$ cat src/rtl/syspll_seq.sv
// Reset/lock sequencer for the system PLL: pulses PLL reset, waits for lock with timeout,
// qualifies lock stability, then selects the PLL clock; falls back and retries on loss.
module syspll_seq #(
  parameter int RST_CYCLES   = 16,
  parameter int LOCK_TIMEOUT = 1048576,
  parameter int LOCK_STABLE  = 1024,
  parameter int MAX_RETRY    = 7
) (
  input  logic        i_clk,
  input  logic        i_rst,
  input  logic        i_enable,
  input  logic        i_restart,
  input  logic        i_pll_locked,
  output logic        o_pll_rst_n,
  output logic        o_clk_sel,
  output logic        o_ready,
  output logic        o_fault,
  output logic [2:0]  o_state,
  output logic [3:0]  o_retry_cnt,
  output logic [15:0] o_unlock_cnt
);

  localparam logic [2:0] S_IDLE  = 3'd0;
  localparam logic [2:0] S_RESET = 3'd1;
  localparam logic [2:0] S_WAIT  = 3'd2;
  localparam logic [2:0] S_QUAL  = 3'd3;
  localparam logic [2:0] S_RUN   = 3'd4;
  localparam logic [2:0] S_FAULT = 3'd5;

  localparam int MAXV01 = (RST_CYCLES > LOCK_TIMEOUT) ? RST_CYCLES : LOCK_TIMEOUT;
  localparam int MAXV   = (MAXV01 > LOCK_STABLE) ? MAXV01 : LOCK_STABLE;
  localparam int CW     = (MAXV > 1) ? $clog2(MAXV) : 1;

  localparam logic [CW-1:0] RST_LAST  = CW'(RST_CYCLES - 1);
  localparam logic [CW-1:0] TO_LAST   = CW'(LOCK_TIMEOUT - 1);
  localparam logic [CW-1:0] STAB_LAST = CW'(LOCK_STABLE - 1);
  localparam logic [3:0]    RETRY_MAX = 4'(MAX_RETRY);

  logic [2:0]    r_state;
  logic [CW-1:0] r_cnt;
  logic [3:0]    r_retry_cnt;
  logic [15:0]   r_unlock_cnt;
  logic          r_lock_meta;
  logic          r_lock_s;
  logic          r_pll_rst_n;
  logic          r_clk_sel;
  logic          r_ready;
  logic          r_fault;

  logic [2:0]    w_state_nxt;
  logic [CW-1:0] w_cnt_nxt;
  logic [3:0]    w_retry_nxt;
  logic [15:0]   w_unlock_nxt;
  logic          w_fail;

  always_comb begin
    w_state_nxt  = r_state;
    w_cnt_nxt    = r_cnt;
    w_retry_nxt  = r_retry_cnt;
    w_unlock_nxt = r_unlock_cnt;
    w_fail       = 1'b0;
    if (!i_enable) begin
      w_state_nxt = S_IDLE;
      w_cnt_nxt   = '0;
    end else if (i_restart && (r_state != S_IDLE)) begin
      w_state_nxt = S_RESET;
      w_cnt_nxt   = '0;
      w_retry_nxt = '0;
    end else begin
      case (r_state)
        S_IDLE: begin
          w_state_nxt = S_RESET;
          w_cnt_nxt   = '0;
        end
        S_RESET: begin
          if (r_cnt == RST_LAST) begin
            w_state_nxt = S_WAIT;
            w_cnt_nxt   = '0;
          end else begin
            w_cnt_nxt = r_cnt + 1'b1;
          end
        end
        S_WAIT: begin
          if (r_lock_s) begin
            w_state_nxt = S_QUAL;
            w_cnt_nxt   = '0;
          end else if (r_cnt == TO_LAST) begin
            w_fail = 1'b1;
          end else begin
            w_cnt_nxt = r_cnt + 1'b1;
          end
        end
        S_QUAL: begin
          if (!r_lock_s) begin
            w_fail = 1'b1;
          end else if (r_cnt == STAB_LAST) begin
            w_state_nxt = S_RUN;
            w_cnt_nxt   = '0;
            w_retry_nxt = '0;
          end else begin
            w_cnt_nxt = r_cnt + 1'b1;
          end
        end
        S_RUN: begin
          // Lock loss does not count as a failed attempt; only the unlock tally moves.
          if (!r_lock_s) begin
            w_state_nxt  = S_RESET;
            w_cnt_nxt    = '0;
            w_unlock_nxt = (r_unlock_cnt == 16'hFFFF) ? r_unlock_cnt : r_unlock_cnt + 16'd1;
          end
        end
        S_FAULT: ;
        default: begin
          w_state_nxt = S_IDLE;
          w_cnt_nxt   = '0;
        end
      endcase
      if (w_fail) begin
        w_retry_nxt = r_retry_cnt + 4'd1;
        w_state_nxt = (w_retry_nxt >= RETRY_MAX) ? S_FAULT : S_RESET;
        w_cnt_nxt   = '0;
      end
    end
  end

  // Outputs are decoded from the next state so they line up with r_state.
  always_ff @(posedge i_clk) begin
    if (i_rst) begin
      r_state      <= S_IDLE;
      r_cnt        <= '0;
      r_retry_cnt  <= '0;
      r_unlock_cnt <= '0;
      r_lock_meta  <= 1'b0;
      r_lock_s     <= 1'b0;
      r_pll_rst_n  <= 1'b0;
      r_clk_sel    <= 1'b0;
      r_ready      <= 1'b0;
      r_fault      <= 1'b0;
    end else begin
      r_state      <= w_state_nxt;
      r_cnt        <= w_cnt_nxt;
      r_retry_cnt  <= w_retry_nxt;
      r_unlock_cnt <= w_unlock_nxt;
      r_lock_meta  <= i_pll_locked;
      r_lock_s     <= r_lock_meta;
      r_pll_rst_n  <= !((w_state_nxt == S_IDLE) || (w_state_nxt == S_RESET) ||
                        (w_state_nxt == S_FAULT));
      r_clk_sel    <= (w_state_nxt == S_RUN);
      r_ready      <= (w_state_nxt == S_RUN);
      r_fault      <= (w_state_nxt == S_FAULT);
    end
  end

  assign o_pll_rst_n  = r_pll_rst_n;
  assign o_clk_sel    = r_clk_sel;
  assign o_ready      = r_ready;
  assign o_fault      = r_fault;
  assign o_state      = r_state;
  assign o_retry_cnt  = r_retry_cnt;
  assign o_unlock_cnt = r_unlock_cnt;

endmodule

$ cat config.mk
export PLATFORM = sky130hd
export DESIGN_NAME = syspll_seq
export DESIGN_NICKNAME = d
export VERILOG_FILES = /design/src/rtl/syspll_seq.sv
export SDC_FILE = /design/constraint.sdc
export NUM_CORES = 1
export LEC_CHECK = 0
export ABC_AREA = 1
export ABC_CLOCK_PERIOD_IN_PS = 3500
export BUFFER_PORTS_ARGS = -buffer_cell sky130_fd_sc_hd__buf_2
export CAP_MARGIN = 20
export CORE_ASPECT_RATIO = 0.6
export CORE_MARGIN = 2
export CORE_UTILIZATION = 50
export CTS_CLUSTER_DIAMETER = 120
export DETAILED_ROUTE_END_ITERATION = 8
export GPL_TIMING_DRIVEN = 1
export PLACE_DENSITY_LB_ADDON = 0.3
export SETUP_SLACK_MARGIN = 0.5
export SLEW_MARGIN = 20
export SYNTH_ARGS = -nofsm -noshare
export SYNTH_HDL_FRONTEND = slang
export SYNTH_SLANG_ARGS = --single-unit
$ cat constraint.sdc
create_clock -name i_clk -period 3.5 [get_ports i_clk]
set_clock_uncertainty 0.1 [all_clocks]
set_input_delay 0.875 -clock i_clk [delete_from_list [all_inputs] [get_ports i_clk]]
set_output_delay 0.875 -clock i_clk [all_outputs]
set_load 0.03 [all_outputs]
==> results of run 1 <==
-- metrics by stage --
stage	util, %	worst slack (ns)
floorplan	-	1.664
global placement	54.72	1.167
detailed placement	54.72	1.123
CTS	56.67	1.290
global route	56.67	1.055
finish	56.67	1.196
-- routing by layer --
metal,wire [um],track usage (%)
met1,3676,39.68
met2,2868,32.04
met3,636,4.279
met4,44,4.054
met5,0,0
-- cell families (layout without fill, tap and decap cells) --
group           count (synthesis)  count (layout)  synth area share, %
fa+ha+maj                       4               4                1.770
flops                          48              48                33.98
compound gates                 42              42                7.876
buf+inv                        55              87                8.318
xor+xnor                       15              15                4.646
simple gates                  271             271                43.41
-- worst min-delay path: stages, from the launching register on --
cell	delay, ns
dfxtp_1	0.30
inv_1	0.04
nor2_1	0.03
-- registers in the layout, indices dropped and copies added, names as in the netlist --
signal / flops
r_cnt: 20
o_unlock_cnt: 16
o_retry_cnt: 4
o_state: 3
o_fault: 1
o_pll_rst_n: 1
o_ready: 1
r_lock_meta: 1
r_lock_s: 1
-- power breakdown --
group          switching (W)  leakage (nW)  internal [W]
registers         0.00000345         0.387      0.000548
clock network       0.000192        0.0552      0.000212
logic              0.0000241         0.899    0.00000946
total               0.000220          1.34      0.000770
-- final timing paths --
| path | endpoint | slack [ns] |
|---|---|---|
| hold reg to reg | r_lock_s$_SDFF_PP0_ | 0.31 |
| hold / removal | r_lock_s$_SDFF_PP0_ | 0.31 |
| setup reg to reg | o_ready$_SDFF_PP0_ | 1.20 |
| setup / recovery | o_ready$_SDFF_PP0_ | 1.20 |
-- cells in the final DEF (no fill, tap or decap) --
cell,netlist,layout
a21boi_0,1,1
a21boi_1,1,1
a21o_1,1,1
a21oi_1,24,24
buf_2,1,31
bufinv_16,0,1
clkbuf_1,1,1
clkbuf_8,0,5
clkinv_2,0,1
dfxtp_1,48,48
ha_1,4,4
inv_1,44,44
inv_2,2,2
inv_4,2,2
nand2_1,115,115
nand2_2,5,5
nand2_4,2,2
nand2b_1,1,1
nand3_1,37,37
nand3_2,2,2
nand3_4,1,1
nand4_1,11,11
nor2_1,71,71
nor2_2,3,3
nor2_4,7,7
nor3_1,16,16
o21ai_0,10,10
o21ai_1,3,3
o21bai_1,2,2
xnor2_1,6,6
xor2_1,9,9
-- cell type report --
class	count	area, um^2
multi-input cells	332	1632
inverters	48	185.2
well taps	69	86.33
clock inverters	2	35.03
repair buffers	31	155.1
flip-flops and latches	48	960.9
fillers	566	2391
clock buffers	6	72.57
==> results.toml, run 1 <==
[timing]
slew_headroom_pct = 67.91
hold_viol = 0
max_freq_mhz = 434.0
finalCritPeriodShare_pct = 65.83
setup_viol = 0
period_minus_slack_ns = 2.304
tightest_slew_ns = 0.4802
slew_violations = 0
grt_setup_unrepaired = "no"
hold_ws_ns = 0.3084
fin_tns_setup_ns = 0

[detailed_routing]
drc = 0
dr.pass1.iters = 5
wl_per_cell_um = 13.48
finalWirelength_mm = 7.226
ant_nets = 0
first_iter_violations = 216
vias = 2943
vias_per_cell = 5.491

[clock_network]
insertion_delay_ns = 0.30
cts_buffer_depth = 2
cts-root-buf = "clkbuf_8"
cts_sinks = 48
h-tree-depth = 2
clkTransAtPathRegs_ns = 0.10
cts_tree = "built"
postCtsSetupBuffers = 0
holdBufCountCts = 0
cts_resized = 0
cts_made_buffers = 5

[setup_path]
startpoint = "r_cnt[0]$_SDFFE_PP0P_"
crit_path_top_delay_cell = "dfxtp_1"
end_kind = "flip-flop"
path_cells = "ha_1 > nand2_1 > nor2_4 > nand3_1 > nor3_1 > o21ai_0 > nor2_2 > nand2_1 > inv_1"
crit_path_max_incr_delay_ns = 0.44
r2r-start = "r_cnt[0]$_SDFFE_PP0P_"
cp_data_required_time_ns = 3.65
critPathMaxFanout = 6
setup.worst_path.start_class = "flip-flop"
crit_arrival_ns = 2.45
crit_family = "simple AND/OR/NAND/NOR gates"
ff2ff_path_depth = 9
path_buf_inv = 1
crit_cells = 9
cpMostUsedCell = "nand2_1"
path_class = "flip-flop to flip-flop"

[layout]
layout-drive-gt1-share_pct = 13.28
final_area_um2 = 3127
instances_no_fill = 536
nets = 475
diodes = 0
area_delta_synth_final_pct = 10.58

[logic_synthesis]
yosysSeqAreaShare_pct = 33.98
yosysWarnings = 0
synth_most_common_cell = "nand2_1"
avgSynthCellArea_um2 = 6.500
synth_top_area_cell = "dfxtp_1"
synth-main-ff-cell = "dfxtp_1"
synth.top_cells.by_count = "115 x nand2_1, 71 x nor2_1, 48 x dfxtp_1"
synth_area_leaders = "dfxtp_1 34%, nand2_1 15%, nor2_1 9.4%"
syn_nets = 444
synth_edf_count = 0
synth-seq-cells = 48
syn-instance-count = 435
yosysTopAreaCellShare_pct = 33.98
netlist_area_um2 = 2828
synthDistinctLibCells = 31
ys_async_sr_fraction_pct = 0

[global_routing]
grt_pass1_vias = 2514
grt_antenna_before_repair = 0
grt_pass1_wl_mm = 12.12
grt_max_degree = 20
overflow = 0
grtUsageTotal_pct = 24.03

[place]
dp_hpwl_mm = 5.449
port_buffers = 31
place.gp.congestion = 0.9447
dpl_cell_area_um2 = 3019
placed_cells = 528

[worst_hold_path]
hold_path.class = "flip-flop to flip-flop"
min_path_cells = 2
min-delay-start = "r_lock_meta$_SDFF_PP0_"

[power_and_ir_drop]
p_leak_nw = 1.341
power.total_w = 0.0009892
cellPowerDensity_nw_per_um2 = 316.4
ir_drop_v = 0.0001659

[die]
die_w_um = 101.1
ios = 32
initial_core_util_pct = 51.25
rows = 21
core_um2 = 5518
chipHeight_um = 62.25
die_area_um2 = 6293

[run_status]
outcome = "finished, final reports clean"

[flow_run]
maxCapViolCount = 0
Note: power is estimated with default switching activity, not from simulation.
==> inputs of run 2 (changes only) <==
--- a/config.mk
+++ b/config.mk
@@ -6,7 +6,7 @@
 export NUM_CORES = 1
 export LEC_CHECK = 0
 export ABC_AREA = 1
-export ABC_CLOCK_PERIOD_IN_PS = 3500
+export ABC_CLOCK_PERIOD_IN_PS = 2400
 export BUFFER_PORTS_ARGS = -buffer_cell sky130_fd_sc_hd__buf_2
 export CAP_MARGIN = 20
 export CORE_ASPECT_RATIO = 0.6
==> constraint.sdc (replaced) <==
create_clock -name i_clk -period 2.4 [get_ports i_clk]
set_clock_uncertainty 0.1 [all_clocks]
set_input_delay 0.6 -clock i_clk [delete_from_list [all_inputs] [get_ports i_clk]]
set_output_delay 0.6 -clock i_clk [all_outputs]
set_load 0.03 [all_outputs]
==> results.toml, run 2 (synthesis results as in run 1) <==
[layout]
multi_input_area_um2 = 1739
layout_common_cells = "111 x nand2_1, 61 x nor2_1, 43 x inv_1, 36 x nand3_1, 34 x dfxtp_1"
largest_register_ffs = 20
n_fill_cell = 528
layout-drive-gt1-share_pct = 24.59
seq_area_um2 = 980.9
diodes = 0
layout_commonest_cell = "nand2_1"
area_delta_synth_final_pct = 20.71
nets = 496
regMostFlops = "r_cnt"

[power_and_ir_drop]
seqPwrFrac_pct = 57.6
p_int_w = 0.001055
p_comb_share_pct = 4.7
net-switching-power_w = 0.0003402
cellPowerDensity_nw_per_um2 = 408.7
ir_drop_v = 0.0002226
swShare_pct = 24.39
p_leak_nw = 1.454
p_clk_share_pct = 37.6

[timing]
slew_headroom_pct = 75.81
grt_setup_unrepaired = "yes"
setup_viol = 0
finalCritPeriodShare_pct = 81.63
period_minus_slack_ns = 1.959
max_freq_mhz = 510.4
tightest_slew_ns = 0.3601
hold_viol = 0
fin_ws_ns = 0.4409
fin_tns_setup_ns = 0
slew_violations = 0

[die]
core_um2 = 5518
chipHeight_um = 62.25
rows = 21
initial_core_util_pct = 51.25
die_w_um = 101.1
die_area_um2 = 6293
ios = 32

[place]
port_buffers = 31
post-place-ws_ns = 0.3767
dp_hpwl_mm = 5.757
place.gp.congestion = 1.007

[setup_path]
end_kind = "flip-flop"
path_class = "flip-flop to flip-flop"
setup.worst_path.start_class = "flip-flop"
crit_arrival_ns = 2.07
cp_data_required_time_ns = 2.51
critPathMaxFanout = 8

[detailed_routing]
dr.pass1.iters = 6
first_iter_violations = 334
drc = 0
finalWirelength_mm = 8.120
wl_per_cell_um = 14.58
ant_nets = 0
vias_per_cell = 5.517
vias = 3073

[clock_network]
cts_tree = "built"
insertion_delay_ns = 0.31
clkTransAtPathRegs_ns = 0.10
holdBufCountCts = 0
cts_made_buffers = 5
cts_sinks = 48
h-tree-depth = 2
cts-root-buf = "clkbuf_8"
cts_buffer_depth = 2

[run_status]
outcome = "finished, final reports clean"

[flow_run]
maxCapViolCount = 0

[global_routing]
grt_max_degree = 19
grtUsageTotal_pct = 25.38
grt_antenna_before_repair = 0
grt_pass1_wl_mm = 12.67
overflow = 0
grt_pass1_vias = 2604

[worst_hold_path]
hold_path.class = "flip-flop to flip-flop"
[run 2: repair_timing]
action | CTS | global route
setup endpoints to repair | 24 | 38
gates cloned | 1 | 1
resized for setup | 11 | 35
buffers inserted | 6 | 11
pin swaps | 2 | 7
[run 2: power by group through the flow]
stage | sequential (W) | combinational, W | clock (W)
floorplan | 0.000823 | 0.0000326 | 0
global placement | 0.000823 | 0.0000503 | 0
detailed placement | 0.000823 | 0.0000509 | 0
CTS | 0.000805 | 0.0000517 | 0.000527
global route | 0.000805 | 0.0000715 | 0.000567
finish | 0.000804 | 0.0000661 | 0.000525
[run 2: final cells by class]
cell class	count	area share (%)
Timing Repair Buffer	50	9.201
Inverter	48	5.572
Timing Repair inverter	1	0.1466
Clock buffer	6	2.419
Multi-Input combinational cell	333	50.95
Clock inverter	2	0.4399
Sequential cell	48	28.74
Tap cell	69	2.529
[run 2: path summary, 6_finish.rpt]
| check | start | end | slack, ns | depth (start not counted) |
|---|---|---|---|---|
| worst max-delay path | r_cnt[0]$_SDFFE_PP0P_ | r_cnt[5]$_SDFFE_PP0P_ | 0.44 | 13 |
| worst min-delay path | r_lock_meta$_SDFF_PP0_ | r_lock_s$_SDFF_PP0_ | 0.31 | 2 |
| worst max register to register | r_cnt[0]$_SDFFE_PP0P_ | r_cnt[5]$_SDFFE_PP0P_ | 0.44 | 13 |
| worst min register to register | r_lock_meta$_SDFF_PP0_ | r_lock_s$_SDFF_PP0_ | 0.31 | 2 |
[run 2: critical path: stages (launching register included)]
cell,delay [ns]
dfxtp_4,0.38
ha_4,0.14
nand2_2,0.08
nor2_4,0.15
buf_4,0.15
nand3_1,0.10
nand2_2,0.13
nand3_4,0.11
nor2_4,0.14
nor2_4,0.05
buf_12,0.14
buf_6,0.11
nand2_1,0.05
nor2_1,0.04
[run 2: stage by stage]
step,area (um^2),cells,hold WS [ns],power [W],utilization [%]
3_3_place_gp,3034,530,0.2897,0.0008730,54.99
3_5_place_dp,3034,530,0.3127,0.0008738,54.99
4_1_cts,3214,545,0.3271,0.001383,58.25
6_report,3413,557,0.3140,0.001395,61.86
5_1_grt,3413,557,0.3283,0.001443,61.86
2_1_floorplan,2828,435,0.2883,0.0008558,-
[run 2: layer usage]
layer	global-route usage (%)	part of all wire (%)	vias up
met2	32.28	39	158
met3	6.532	11	19
li1	-	-	1491
met5	0	0	-
met4	6.250	1.2	0
met1	41.23	48	1405
